### src/rtl/fractal_pkg.sv
// Shared types and constants for the fractal stream framer.
// Holds the FSM state enum, the output beat layout and the buffer depths.
package fractal_pkg;

  typedef enum logic {
    ST_IDLE = 1'b0,
    ST_RUN  = 1'b1
  } state_t;

  typedef struct packed {
    logic [7:0] tdata;
    logic       tuser;
    logic       tlast;
  } beat_t;

  localparam int FIFO_DEPTH = 16;
  localparam int SKID_DEPTH = 2;
  localparam int BEAT_BITS  = $bits(beat_t);

endpackage

### src/rtl/fractal_stream_fifo.sv
// Buffer between pixel acceptance and the AXI4-Stream output.
// DEPTH == 2 builds a skid buffer with a registered write-ready and one cycle
// of latency; any other DEPTH builds a circular FIFO followed by an output
// register, giving two cycles of latency.
module fractal_stream_fifo #(
  parameter int DEPTH = 2,
  parameter int DW    = 8
) (
  input  logic          i_clk,
  input  logic          i_rst_n,
  input  logic          i_wr_en,
  input  logic [DW-1:0] i_wr_data,
  output logic          o_wr_ready,
  output logic          o_rd_valid,
  output logic [DW-1:0] o_rd_data,
  input  logic          i_rd_ready
);

  generate
    if (DEPTH == 2) begin : g_skid
      logic          r_main_valid;
      logic          r_skid_valid;
      logic          r_ready;
      logic [DW-1:0] r_main_data;
      logic [DW-1:0] r_skid_data;
      logic          w_take;

      assign w_take = !r_main_valid || i_rd_ready;

      // Main register feeds the output; the skid register catches the one
      // beat that arrives while the output is stalled, and ready drops then.
      always_ff @(posedge i_clk or negedge i_rst_n) begin
        if (!i_rst_n) begin
          r_main_valid <= 1'b0;
          r_skid_valid <= 1'b0;
          r_ready      <= 1'b0;
          r_main_data  <= '0;
          r_skid_data  <= '0;
        end else if (w_take) begin
          r_ready <= 1'b1;
          if (r_skid_valid) begin
            r_main_valid <= 1'b1;
            r_main_data  <= r_skid_data;
            r_skid_valid <= 1'b0;
          end else begin
            r_main_valid <= i_wr_en;
            if (i_wr_en) r_main_data <= i_wr_data;
          end
        end else if (i_wr_en) begin
          r_skid_valid <= 1'b1;
          r_skid_data  <= i_wr_data;
          r_ready      <= 1'b0;
        end else begin
          r_ready <= !r_skid_valid;
        end
      end

      assign o_wr_ready = r_ready;
      assign o_rd_valid = r_main_valid;
      assign o_rd_data  = r_main_data;
    end else begin : g_fifo
      localparam int PW = $clog2(DEPTH);
      localparam int CW = $clog2(DEPTH + 1);

      logic [DW-1:0] r_mem [DEPTH];
      logic [PW-1:0] r_wr_ptr;
      logic [PW-1:0] r_rd_ptr;
      logic [CW-1:0] r_count;
      logic          r_out_valid;
      logic [DW-1:0] r_out_data;
      logic          w_load;

      assign w_load = (r_count != '0) && (!r_out_valid || i_rd_ready);

      // Storage array, written only when the framer has seen room.
      always_ff @(posedge i_clk) begin
        if (i_wr_en) r_mem[r_wr_ptr] <= i_wr_data;
      end

      // Pointer/occupancy tracking and the output register refill.
      always_ff @(posedge i_clk or negedge i_rst_n) begin
        if (!i_rst_n) begin
          r_wr_ptr    <= '0;
          r_rd_ptr    <= '0;
          r_count     <= '0;
          r_out_valid <= 1'b0;
          r_out_data  <= '0;
        end else begin
          if (i_wr_en) r_wr_ptr <= (r_wr_ptr == PW'(DEPTH - 1)) ? '0 : r_wr_ptr + PW'(1);
          if (w_load)  r_rd_ptr <= (r_rd_ptr == PW'(DEPTH - 1)) ? '0 : r_rd_ptr + PW'(1);
          r_count <= r_count + CW'(i_wr_en) - CW'(w_load);
          if (w_load) begin
            r_out_valid <= 1'b1;
            r_out_data  <= r_mem[r_rd_ptr];
          end else if (i_rd_ready) begin
            r_out_valid <= 1'b0;
          end
        end
      end

      assign o_wr_ready = (r_count != CW'(DEPTH));
      assign o_rd_valid = r_out_valid;
      assign o_rd_data  = r_out_data;
    end
  endgenerate

endmodule

### src/rtl/fractal_stream_framer.sv
// Frames a stream of fractal iteration values into AXI4-Stream video with
// tuser on the first pixel of a frame and tlast on the last pixel of a line.
// Define FRACTAL_FRAMER_FIFO_EN to buffer through a 16-entry FIFO instead of
// the default 2-entry skid buffer.
module fractal_stream_framer
  import fractal_pkg::*;
#(
  parameter int X_BITS = 11,
  parameter int Y_BITS = 11
) (
  input  logic              aclk,
  input  logic              aresetn,
  input  logic              enable,
  input  logic [X_BITS-1:0] cfg_width,
  input  logic [Y_BITS-1:0] cfg_height,
  input  logic              s_pix_tvalid,
  input  logic [7:0]        s_pix_tdata,
  output logic              s_pix_tready,
  output logic              m_axis_tvalid,
  output logic [7:0]        m_axis_tdata,
  output logic              m_axis_tstrb,
  output logic              m_axis_tuser,
  output logic              m_axis_tlast,
  input  logic              m_axis_tready,
  output logic              busy,
  output logic              frame_done
);

`ifdef FRACTAL_FRAMER_FIFO_EN
  localparam int BUF_DEPTH = FIFO_DEPTH;
`else
  localparam int BUF_DEPTH = SKID_DEPTH;
`endif
  localparam int WORD_BITS = BEAT_BITS + 1;

  state_t                r_state;
  logic [X_BITS-1:0]     r_x;
  logic [Y_BITS-1:0]     r_y;
  logic [X_BITS-1:0]     r_width;
  logic [Y_BITS-1:0]     r_height;
  logic                  r_frame_done;

  logic                  w_start_ok;
  logic                  w_accept;
  logic                  w_x_last;
  logic                  w_y_last;
  logic                  w_buf_ready;
  logic                  w_out_eof;
  beat_t                 w_in_beat;
  beat_t                 w_out_beat;
  logic [WORD_BITS-1:0]  w_in_word;
  logic [WORD_BITS-1:0]  w_out_word;

  assign w_start_ok = enable && (cfg_width != '0) && (cfg_height != '0);
  assign w_accept   = s_pix_tvalid && s_pix_tready;
  assign w_x_last   = (r_x == r_width - X_BITS'(1));
  assign w_y_last   = (r_y == r_height - Y_BITS'(1));

  assign w_in_beat = '{tdata: s_pix_tdata,
                       tuser: (r_x == '0) && (r_y == '0),
                       tlast: w_x_last};
  // The extra top bit marks the final pixel of the frame so frame_done can be
  // raised when that beat leaves, independent of any relatched geometry.
  assign w_in_word = {w_x_last && w_y_last, w_in_beat};
  assign {w_out_eof, w_out_beat} = w_out_word;

  // Frame FSM with column/row counters; geometry is latched at frame start.
  always_ff @(posedge aclk or negedge aresetn) begin
    if (!aresetn) begin
      r_state  <= ST_IDLE;
      r_x      <= '0;
      r_y      <= '0;
      r_width  <= '0;
      r_height <= '0;
    end else begin
      case (r_state)
        ST_IDLE: begin
          if (w_start_ok) begin
            r_state  <= ST_RUN;
            r_width  <= cfg_width;
            r_height <= cfg_height;
          end
        end
        ST_RUN: begin
          if (w_accept) begin
            if (w_x_last) begin
              r_x <= '0;
              if (w_y_last) begin
                r_y <= '0;
                if (w_start_ok) begin
                  r_width  <= cfg_width;
                  r_height <= cfg_height;
                end else begin
                  r_state <= ST_IDLE;
                end
              end else begin
                r_y <= r_y + Y_BITS'(1);
              end
            end else begin
              r_x <= r_x + X_BITS'(1);
            end
          end
        end
        default: r_state <= ST_IDLE;
      endcase
    end
  end

  // One-cycle pulse after the end-of-frame beat completes its handshake.
  always_ff @(posedge aclk or negedge aresetn) begin
    if (!aresetn) r_frame_done <= 1'b0;
    else          r_frame_done <= m_axis_tvalid && m_axis_tready && w_out_eof;
  end

  fractal_stream_fifo #(
    .DEPTH (BUF_DEPTH),
    .DW    (WORD_BITS)
  ) u_buf (
    .i_clk      (aclk),
    .i_rst_n    (aresetn),
    .i_wr_en    (w_accept),
    .i_wr_data  (w_in_word),
    .o_wr_ready (w_buf_ready),
    .o_rd_valid (m_axis_tvalid),
    .o_rd_data  (w_out_word),
    .i_rd_ready (m_axis_tready)
  );

  assign s_pix_tready = (r_state == ST_RUN) && w_buf_ready;
  assign busy         = (r_state == ST_RUN);
  assign frame_done   = r_frame_done;
  assign m_axis_tdata = w_out_beat.tdata;
  assign m_axis_tuser = w_out_beat.tuser;
  assign m_axis_tlast = w_out_beat.tlast;
  assign m_axis_tstrb = 1'b1;

endmodule

### config.mk
export PLATFORM = sky130hd
export DESIGN_NAME = fractal_stream_framer
export DESIGN_NICKNAME = d
export VERILOG_FILES = /design/src/rtl/fractal_pkg.sv /design/src/rtl/fractal_stream_fifo.sv /design/src/rtl/fractal_stream_framer.sv
export SDC_FILE = /design/constraint.sdc
export NUM_CORES = 1
export LEC_CHECK = 0
export BUFFER_PORTS_ARGS = -buffer_cell sky130_fd_sc_hd__buf_4
export CAP_MARGIN = 20
export CORE_MARGIN = 1
export CORE_UTILIZATION = 40
export DETAILED_ROUTE_END_ITERATION = 7
export HOLD_SLACK_MARGIN = 0.06
export SYNTH_ARGS = -nofsm -noshare
export SYNTH_HDL_FRONTEND = slang
export SYNTH_HIERARCHICAL = 1
export SYNTH_SLANG_ARGS = --single-unit
### constraint.sdc
create_clock -name aclk -period 3.7 [get_ports aclk]
set_input_delay 1.11 -clock aclk [delete_from_list [all_inputs] [get_ports aclk]]
set_output_delay 1.11 -clock aclk [all_outputs]
set_load 0.1 [all_outputs]
==> flow_summary.toml, run 1 <==
[outcome]
outcome = "finished clean"

[final_layout]
fin_util_pct = 47.6
n_antenna_cell = 0
fill_cells = 976
final_cell_mix = "71 x dfrtp_1, 52 x buf_4, 40 x mux2_4, 28 x nand2_1, 19 x xnor2_1"
nNetsFinal = 473
final_design_area_no_fill_um2 = 4930
drive_gt1_share_pct = 32.5
final_common_cell = "dfrtp_1"
synthToLayoutAreaGrowth_pct = 14.3

[logic_synthesis]
synth_top_area_share_pct = 41.2
synth_compound_area_share_pct = 9.51
synthAdderAreaFrac_pct = 1.74
synth_area_um2 = 4320
synth_cell_types = 64
yosys_warnings = 6
yosysSeqAreaShare_pct = 41.2
ys_ff_latch = 71
synth_xor_area_share_pct = 6.90
synthSimpleGateAreaFrac_pct = 17.9
post_synth.cell_area_avg_um2 = 11.1
muxShareOfSynthArea_pct = 18.6
synth_top_family_by_area = "multiplexers"
async_reset_ff_share_pct = 100
synth_cells = 389
synth_ff_type = "dfrtp_1"
synth_edf_count = 0
synth_top_area_cell = "dfrtp_1"
synth_fp_nets = 430
synth_area_leaders = "dfrtp_1 41%, mux2_4 14%, xnor2_1 3.9%"

[timing]
slew_viol_final = 0
fmax_ghz = 0.313
setup_viol = 0
rsz0062_at_grt = "false"
min_period_ns = 3.19
relSlewSlack_pct = 40.3
clock_skew_ns = 0.00805
hold_viol = 0
worst_pin_slew_ns = 0.895
tns_ns = 0
fin_crit_sh_pct = 86.3

[clock_tree]
cts-root-buf = "clkbuf_8"
cts_tree = "built"
cts-htree-levels = 3
ctsHoldBuffers = 0
cts.sinks = 71
cts_buffers = 9
clock_latency_ns = 0.35
ctsResizeCount = 0
clkTransAtPathRegs_ns = 0.08
clk_path_buf_depth = 2
cts_setup_buffers = 0

[die]
num_rows = 37
initial_core_util_pct = 41.6
die_h_um = 106
dieWidth_um = 106
io_pins = 50
dieArea_um2 = 11200
core_area_um2 = 10400

[route]
drt-pass1-iter-count = 5
drcViolationCount = 0
ant_nets = 0
routed_wirelength_mm = 9.10
vias = 3073
via_per_inst = 5.36
drt-initial-drc-count = 120
wl_per_cell_um = 15.9

[grt]
grt_max_degree = 72
grt.overflow.total = 0
antenna_found_initial = 0
grt_pass1_wl_mm = 15.9
grt_pass1_vias = 3243
track_usage_pct = 17.9

[place]
io_buffers = 48
place_congestion = 0.831
hpwl_mm = 6.46
place_area_um2 = 4750

[run]
drv_cap = 0

[setup_path]
crit_arrival_ns = 3.43
startpoint_type = "flip-flop"
crit_fanout = 22
critPathCaptureType = "flip-flop"
crit_required_ns = 3.93
crit_type = "flip-flop to flip-flop"

[power_and_ir_drop]
leakage_nw = 2.21
p_per_area_nw_per_um2 = 519
vdd_drop_max_mv = 0.250

[min_path]
min_path_type = "flip-flop to flip-flop"
## stage by stage
stage               total power [mW]  worst slack (ns)  cells  hold WS (ns)
finish                          2.56             0.506    573         0.490
floorplan                       1.78             0.554    389         0.459
CTS                             2.58             0.496    573         0.495
global placement                1.96             0.597    557         0.472
detailed placement              1.99             0.517    557         0.477
global route                    2.70             0.306    573         0.528
## state kept, by name (all words and copies together), names as in the netlist, 11 cells and up
| signal | cells |
|---|---|
| u_buf/o_rd_data | 11 |
| r_y | 11 |
| r_x | 11 |
| r_width | 11 |
| u_buf/g_skid.r_skid_data | 11 |
| r_height | 11 |
## area by class of cell
type / instances / area [um2] / share of cell area [%]
multi-input cells: 284 / 2360 / 47.9
inverters: 14 / 52.6 / 1.07
repair buffers: 52 / 390 / 7.92
flip-flops and latches: 71 / 1780 / 36.0
well taps: 136 / 170 / 3.45
clock inverters: 6 / 42.5 / 0.863
clock buffers: 10 / 138 / 2.79
## metal layers
layer / global-route usage, % / vias to the layer above / wire (um)
met5: 0 / - / 0
met4: 6.45 / 0 / 96
met3: 3.03 / 8 / 237
met2: 30.5 / 46 / 4560
met1: 22.9 / 1537 / 4210
li1: - / 1482 / -
## logic make-up after synthesis
kind of cell | count (synthesis)
compound gates | 52
xor+xnor | 34
fa+ha+maj | 6
buf+inv | 34
flops | 71
mux | 58
other cells | 1
simple gates | 133
## path summary, 6_finish.rpt
kind	to	cells past startpoint	start	slack, ns
max reg2reg	r_width[0]$_DFFE_PN0P_	10	r_height[0]$_DFFE_PN0P_	0.51
min reg2reg	u_buf/g_skid.r_skid_data[0]$_DFFE_PN0P_	1	u_buf/g_skid.r_skid_data[0]$_DFFE_PN0P_	0.49
max in group asynchronous	r_width[3]$_DFFE_PN0P_	1	aresetn	2.24
min	u_buf/g_skid.r_skid_data[0]$_DFFE_PN0P_	1	u_buf/g_skid.r_skid_data[0]$_DFFE_PN0P_	0.49
max	r_width[0]$_DFFE_PN0P_	10	r_height[0]$_DFFE_PN0P_	0.51
min in group asynchronous	u_buf/o_rd_data[7]$_DFFE_PN0P_	1	aresetn	0.88
## Yosys cell counts, types with 2 or more instances
library cell   n
buf_4          3
nor4_1        12
mux2_2        14
nor2b_1        6
xor2_1        15
a21o_1         2
nand2b_1       5
a311oi_1       3
clkbuf_1      11
nor2_1        15
a2bb2oi_1      8
nand2_1       28
o311ai_0       2
inv_1         13
a211oi_1       3
nand3_1       13
nor4b_1        5
or3_1          7
nor3_1         8
mux2_4        40
mux2_1         2
ha_1           6
nand4_1        3
o21ai_0        6
buf_6          5
or2_2          4
and4bb_2       2
a22o_1         2
and3_1         6
nor2_2         2
xnor2_1       19
and2_1         3
a21oi_1        5
dfrtp_1       71
o31ai_1        8
nand4b_1       2
mux2i_1        2
o22ai_1        2
## power by group
part | switching [mW] | leakage [nW] | internal (mW)
combinational | 0.512 | 1.29 | 0.395
clock | 0.318 | 0.0891 | 0.264
sequential | 0.171 | 0.838 | 0.898
total | 1.00 | 2.21 | 1.56
## worst max-delay path: stages (launching register included)
cell and delay (ns):
dfrtp_1 0.44, inv_1 0.08, ha_1 0.33, or4b_4 0.55, or4_1 0.42, a211o_1 0.28, nand3_2 0.10, and2_4 0.16
a41oi_4 0.10, buf_4 0.28, mux2_4 0.33
(Power assumes the default switching activity.)
==> run 2, diff against run 1 <==
--- a/config.mk
+++ b/config.mk
@@ -7,8 +7,10 @@
 export LEC_CHECK = 0
 export BUFFER_PORTS_ARGS = -buffer_cell sky130_fd_sc_hd__buf_4
 export CAP_MARGIN = 20
+export CORE_ASPECT_RATIO = 1.25
 export CORE_MARGIN = 1
 export CORE_UTILIZATION = 40
+export CTS_CLUSTER_SIZE = 12
 export DETAILED_ROUTE_END_ITERATION = 7
 export HOLD_SLACK_MARGIN = 0.06
 export SYNTH_ARGS = -nofsm -noshare
==> constraint.sdc (replaced) <==
create_clock -name aclk -period 2.6 [get_ports aclk]
set_input_delay 0.78 -clock aclk [delete_from_list [all_inputs] [get_ports aclk]]
set_output_delay 0.78 -clock aclk [all_outputs]
set_load 0.1 [all_outputs]
==> run 2 against run 1 <==
Die area about the same. Worst hold slack got worse by 0.10 ns. Non-clock buffer count increased by 46. Critical path type unchanged. The flow now finishes with violations (negative setup slack). Largest power group is now combinational logic. Clock-buffer cell count down 1. Register-to-register slack worse by 0.68 ns. Via count increased by 7.1%. First-iteration DRC count fell by 30%. Setup slack got worse by 0.68 ns. Wire length grew 8.8%.
==> flow_summary.toml, run 2 (synthesis gave the netlist of run 1 again) <==
[final_layout]
final_design_area_no_fill_um2 = 5620
final_common_cell = "buf_4"
final_cell_mix = "91 x buf_4, 70 x dfrtp_1, 40 x mux2_4, 27 x nand2_1, 18 x xnor2_1"
n_antenna_cell = 0
synthToLayoutAreaGrowth_pct = 30.2
nNetsFinal = 519
drive_gt1_share_pct = 46.2

[place]
place_congestion = 0.793
place_area_um2 = 5070
hpwl_mm = 7.14
io_buffers = 48

[route]
via_per_inst = 5.35
drcViolationCount = 0
vias = 3292
ant_nets = 0
wl_per_cell_um = 16.1
drt-pass1-iter-count = 4
m1WireLength_mm = 4.16
wl_met2_mm = 5.20
routed_wirelength_mm = 9.90
route.met3.wl_um = 270
dr.max_layer_used = "met4"
drt-initial-drc-count = 84

[clock_tree]
clk_path_buf_depth = 2
clkTransAtPathRegs_ns = 0.06
clock_latency_ns = 0.34
cts_buffers = 9
cts.sinks = 71
cts-root-buf = "clkbuf_16"
cts_tree = "built"
ctsHoldBuffers = 0
cts-htree-levels = 3

[timing]
rsz0062_at_grt = "true"
setup_viol = 29
fin_crit_sh_pct = 107
tns_ns = -3.76
hold_viol = 0
relSlewSlack_pct = 45.7
setup_ws_ns = -0.170
clock_skew_ns = 0.00676
fmax_ghz = 0.361
min_period_ns = 2.77
slew_viol_final = 0
worst_pin_slew_ns = 0.814

[die]
initial_core_util_pct = 40.9
dieWidth_um = 94.9
die_h_um = 118
dieArea_um2 = 11200
num_rows = 42
core_area_um2 = 10600
io_pins = 50

[grt]
grt_max_degree = 38
antenna_found_initial = 0
grt_pass1_vias = 3370
track_usage_pct = 19.0
grt_pass1_wl_mm = 16.4
grt.overflow.total = 0

[setup_path]
crit_type = "flip-flop to flip-flop"
rr_worst_depth = 10
startpoint_type = "flip-flop"
crit_fanout = 22
critPathCaptureType = "flip-flop"
crit_required_ns = 2.83
crit_arrival_ns = 3.00

[power_and_ir_drop]
p_per_area_nw_per_um2 = 747
leakage_nw = 2.56
vdd_drop_max_mv = 0.452

[run]
drv_cap = 0

[outcome]
outcome = "finished with violations"
violations = "negative setup slack"

[min_path]
min_path_type = "input port to asynchronous set/reset pin"
## run 2: repair_timing
action | 4_1_cts | 5_1_grt
pin swaps | 1 | 8
endpoints found under the setup margin | 31 | 44
gates cloned | 0 | 1
setup buffers | 1 | 3
resized for setup | 5 | 47
## run 2: final timing paths
kind,slack (ns),from,endpoint
setup / recovery,-0.17,r_height[0]$_DFFE_PN0P_,r_width[7]$_DFFE_PN0P_
hold / removal,0.39,aresetn,u_buf/g_skid.r_skid_data[7]$_DFFE_PN0P_
setup reg to reg,-0.17,r_height[0]$_DFFE_PN0P_,r_width[7]$_DFFE_PN0P_
hold reg to reg,0.49,u_buf/g_skid.r_skid_data[2]$_DFFE_PN0P_,u_buf/g_skid.r_skid_data[2]$_DFFE_PN0P_
max in group asynchronous,1.56,aresetn,r_width[3]$_DFFE_PN0P_
min in group aclk,0.49,u_buf/g_skid.r_skid_data[2]$_DFFE_PN0P_,u_buf/g_skid.r_skid_data[2]$_DFFE_PN0P_
## run 2: metrics by stage
stage | cells | hold WS [ns] | setup WS [ns] | utilization, % | total power [mW]
finish | 615 | 0.391 | -0.170 | 53.2 | 4.19
global placement | 594 | 0.468 | -0.101 | 48.0 | 2.91
global route | 615 | 0.419 | -0.247 | 53.2 | 4.43
floorplan | 389 | 0.459 | -0.235 | - | 2.53
detailed placement | 594 | 0.486 | -0.141 | 48.0 | 2.94
CTS | 611 | 0.402 | -0.160 | 51.0 | 4.16
## run 2: metal layers
metal | track usage, % | up-vias
met3 | 4.59 | 20
li1 | - | 1592
met1 | 22.7 | 1630
met5 | 0 | -
met2 | 31.9 | 50
met4 | 8.33 | 0
## run 2: where the power goes
part | total [mW] | leakage [nW] | switching (mW) | internal (mW)
Sequential | 1.46 | 0.838 | 0.177 | 1.28
Clock | 1.19 | 0.135 | 0.528 | 0.666
Combinational | 1.54 | 1.58 | 0.858 | 0.686
## run 2: critical path, cell delays in order (launching register included)
cell	delay, ns
dfrtp_1	0.37
inv_1	0.06
ha_1	0.15
or4b_4	0.51
or4_4	0.42
a211o_1	0.28
nand3_2	0.09
and2_4	0.15
a41oi_4	0.11
buf_12	0.19
mux2_4	0.31
## run 2: area by class of cell
type,count,area [um2]
clock buffer,9,225
inverter,14,52.6
clock inverter,7,61.3
sequential,71,1780
tap,132,165
multi-input combinational,284,2560
fill,943,4940
timing repair buffer,98,778
==> run 3, diff against run 2 <==
--- a/config.mk
+++ b/config.mk
@@ -7,12 +7,15 @@
 export LEC_CHECK = 0
 export BUFFER_PORTS_ARGS = -buffer_cell sky130_fd_sc_hd__buf_4
 export CAP_MARGIN = 20
+export CELL_PAD_IN_SITES_DETAIL_PLACEMENT = 0
+export CELL_PAD_IN_SITES_GLOBAL_PLACEMENT = 1
 export CORE_ASPECT_RATIO = 1.25
 export CORE_MARGIN = 1
 export CORE_UTILIZATION = 40
 export CTS_CLUSTER_SIZE = 12
 export DETAILED_ROUTE_END_ITERATION = 7
 export HOLD_SLACK_MARGIN = 0.06
+export PLACE_DENSITY_LB_ADDON = 0.1
 export SYNTH_ARGS = -nofsm -noshare
 export SYNTH_HDL_FRONTEND = slang
 export SYNTH_HIERARCHICAL = 1
==> run 3 against run 2 <==
The flow still finishes with violations (negative setup slack). Setup slack got worse by 0.026 ns. Critical path depth unchanged. Critical endpoint is now r_width[2]$_DFFE_PN0P_. Final area increased by 3.1%. Worst hold slack worse by 0.0049 ns. Maximum frequency shrank 0.91%.
==> flow_summary.toml, run 3 (synthesis gave the netlist of run 1 again) <==
[grt]
grt.overflow.total = 0
grt_pass1_vias = 3240
grt_pass1_wl_mm = 16.5
antenna_found_initial = 0
track_usage_pct = 19.6
grt_max_degree = 36

[final_layout]
drive_gt1_share_pct = 48.4
final_common_cell = "buf_4"
fin_util_pct = 54.8
n_antenna_cell = 0
fill_cells = 963
finalNonFillerCells = 632
nNetsFinal = 536
final_cell_mix = "107 x buf_4, 69 x dfrtp_1, 40 x mux2_4, 28 x nand2_1, 17 x xnor2_1"
synthToLayoutAreaGrowth_pct = 34.2

[timing]
worst_pin_slew_ns = 0.850
setup_viol = 24
rsz0062_at_grt = "true"
setup_ws_ns = -0.196
hold_viol = 0
whs_ns = 0.386
fmax_ghz = 0.358
clock_skew_ns = 0.00739
fin_crit_sh_pct = 108
tns_ns = -4.08
slew_viol_final = 0
min_period_ns = 2.80
relSlewSlack_pct = 43.3

[power_and_ir_drop]
leakage_nw = 2.65
p_per_area_nw_per_um2 = 740
p_seq_share_pct = 33.8
p_int_mw = 2.69
vdd_drop_max_mv = 0.330
swShare_pct = 37.1
pwr-share-clk_pct = 27.9
power_switching_mw = 1.59
p_comb_share_pct = 38.3

[route]
drcViolationCount = 0
drt-pass1-iter-count = 4
drt-initial-drc-count = 89
routed_wirelength_mm = 10.4
via_per_inst = 5.25
wl_per_cell_um = 16.4
vias = 3316
ant_nets = 0

[die]
core_area_um2 = 10600
die_h_um = 118
initial_core_util_pct = 40.9
num_rows = 42
io_pins = 50
dieWidth_um = 94.9
dieArea_um2 = 11200

[place]
dpl.cell_count = 607
dp_slack_ns = -0.144
hpwl_mm = 7.50
place_congestion = 0.781
io_buffers = 48

[clock_tree]
cts-root-buf = "clkbuf_16"
clk_path_buf_depth = 2
cts_tree = "built"
ctsHoldBuffers = 0
cts.sinks = 71
cts_buffers = 9
cts-htree-levels = 3
clkTransAtPathRegs_ns = 0.06
clock_latency_ns = 0.34

[run]
drv_cap = 0

[setup_path]
crit_chain = "inv_1, ha_2, or4b_4, or4_4, a211o_1, nand3_2, and2_4, a41oi_4, buf_12, mux2_4"
crit_arrival_ns = 3.02
critPathSlowestCell = "or4b_4"
cpPeakStageDelay_ns = 0.50
critPathCaptureType = "flip-flop"
crit_type = "flip-flop to flip-flop"
r2r-start = "r_height[0]$_DFFE_PN0P_"
crit_start = "r_height[0]$_DFFE_PN0P_"
crit_fanout = 22
startpoint_type = "flip-flop"
crit_required_ns = 2.82

[outcome]
outcome = "finished with violations"
violations = "negative setup slack"

[min_path]
min_path_type = "input port to asynchronous set/reset pin"
-- run 3: final cells by class --
| type | instances | area, um2 | share of cell area, % |
|---|---|---|---|
| clock buffers | 9 | 225 | 3.89 |
| inverters | 14 | 52.6 | 0.908 |
| flip-flops and latches | 71 | 1780 | 30.7 |
| well taps | 132 | 165 | 2.85 |
| clock inverters | 7 | 62.6 | 1.08 |
| multi-input cells | 285 | 2610 | 45.1 |
| repair buffers | 114 | 892 | 15.4 |
-- run 3: final timing paths --
kind | to | slack (ns) | cells after the start
min in group aclk | u_buf/g_skid.r_skid_data[2]$_DFFE_PN0P_ | 0.49 | 1
max | r_width[2]$_DFFE_PN0P_ | -0.20 | 10
max in group asynchronous | r_width[4]$_DFFE_PN0P_ | 1.55 | 2
min reg2reg | u_buf/g_skid.r_skid_data[2]$_DFFE_PN0P_ | 0.49 | 1
max reg2reg | r_width[2]$_DFFE_PN0P_ | -0.20 | 10
min | r_height[6]$_DFFE_PN0P_ | 0.39 | 1
-- run 3: repair_timing --
action	in CTS	in global routing
buffers inserted	4	4
gates resized for setup	10	45
cloned	0	2
setup endpoints to repair	38	45
pin swaps	1	8
-- run 3: critical path: cells and delay by family, from the launching register on --
family,cells,cell delay [ns]
DFF,1,0.37
and+or+nand+nor,4,1.18
muxes,1,0.31
buffers and inverters,2,0.26
AOI/OAI and AO/OA,2,0.39
adders and majority gates,1,0.18
-- run 3: metal layers --
layer / wire (um) / up-vias / track usage [%]
li1: - / 1626 / -
met1: 4650 / 1629 / 25.0
met2: 5310 / 47 / 32.7
met3: 222 / 14 / 2.78
met4: 215 / 0 / 8.05
met5: 0 / - / 0
-- run 3: per-stage QoR --
stage	power [mW]	cell area, um2
finish	4.28	5790
global route	4.49	5790
CTS	4.22	5550
detailed placement	2.98	5180
global placement	2.96	5180
floorplan	2.53	4330
-- run 3: power by group through the flow --
stage / Combinational, mW / Clock [mW] / Sequential, mW
5_1_grt: 1.76 / 1.25 / 1.48
4_1_cts: 1.55 / 1.22 / 1.45
2_1_floorplan: 0.802 / 0 / 1.73
3_5_place_dp: 1.52 / 0 / 1.47
3_3_place_gp: 1.50 / 0 / 1.46
6_report: 1.64 / 1.19 / 1.45
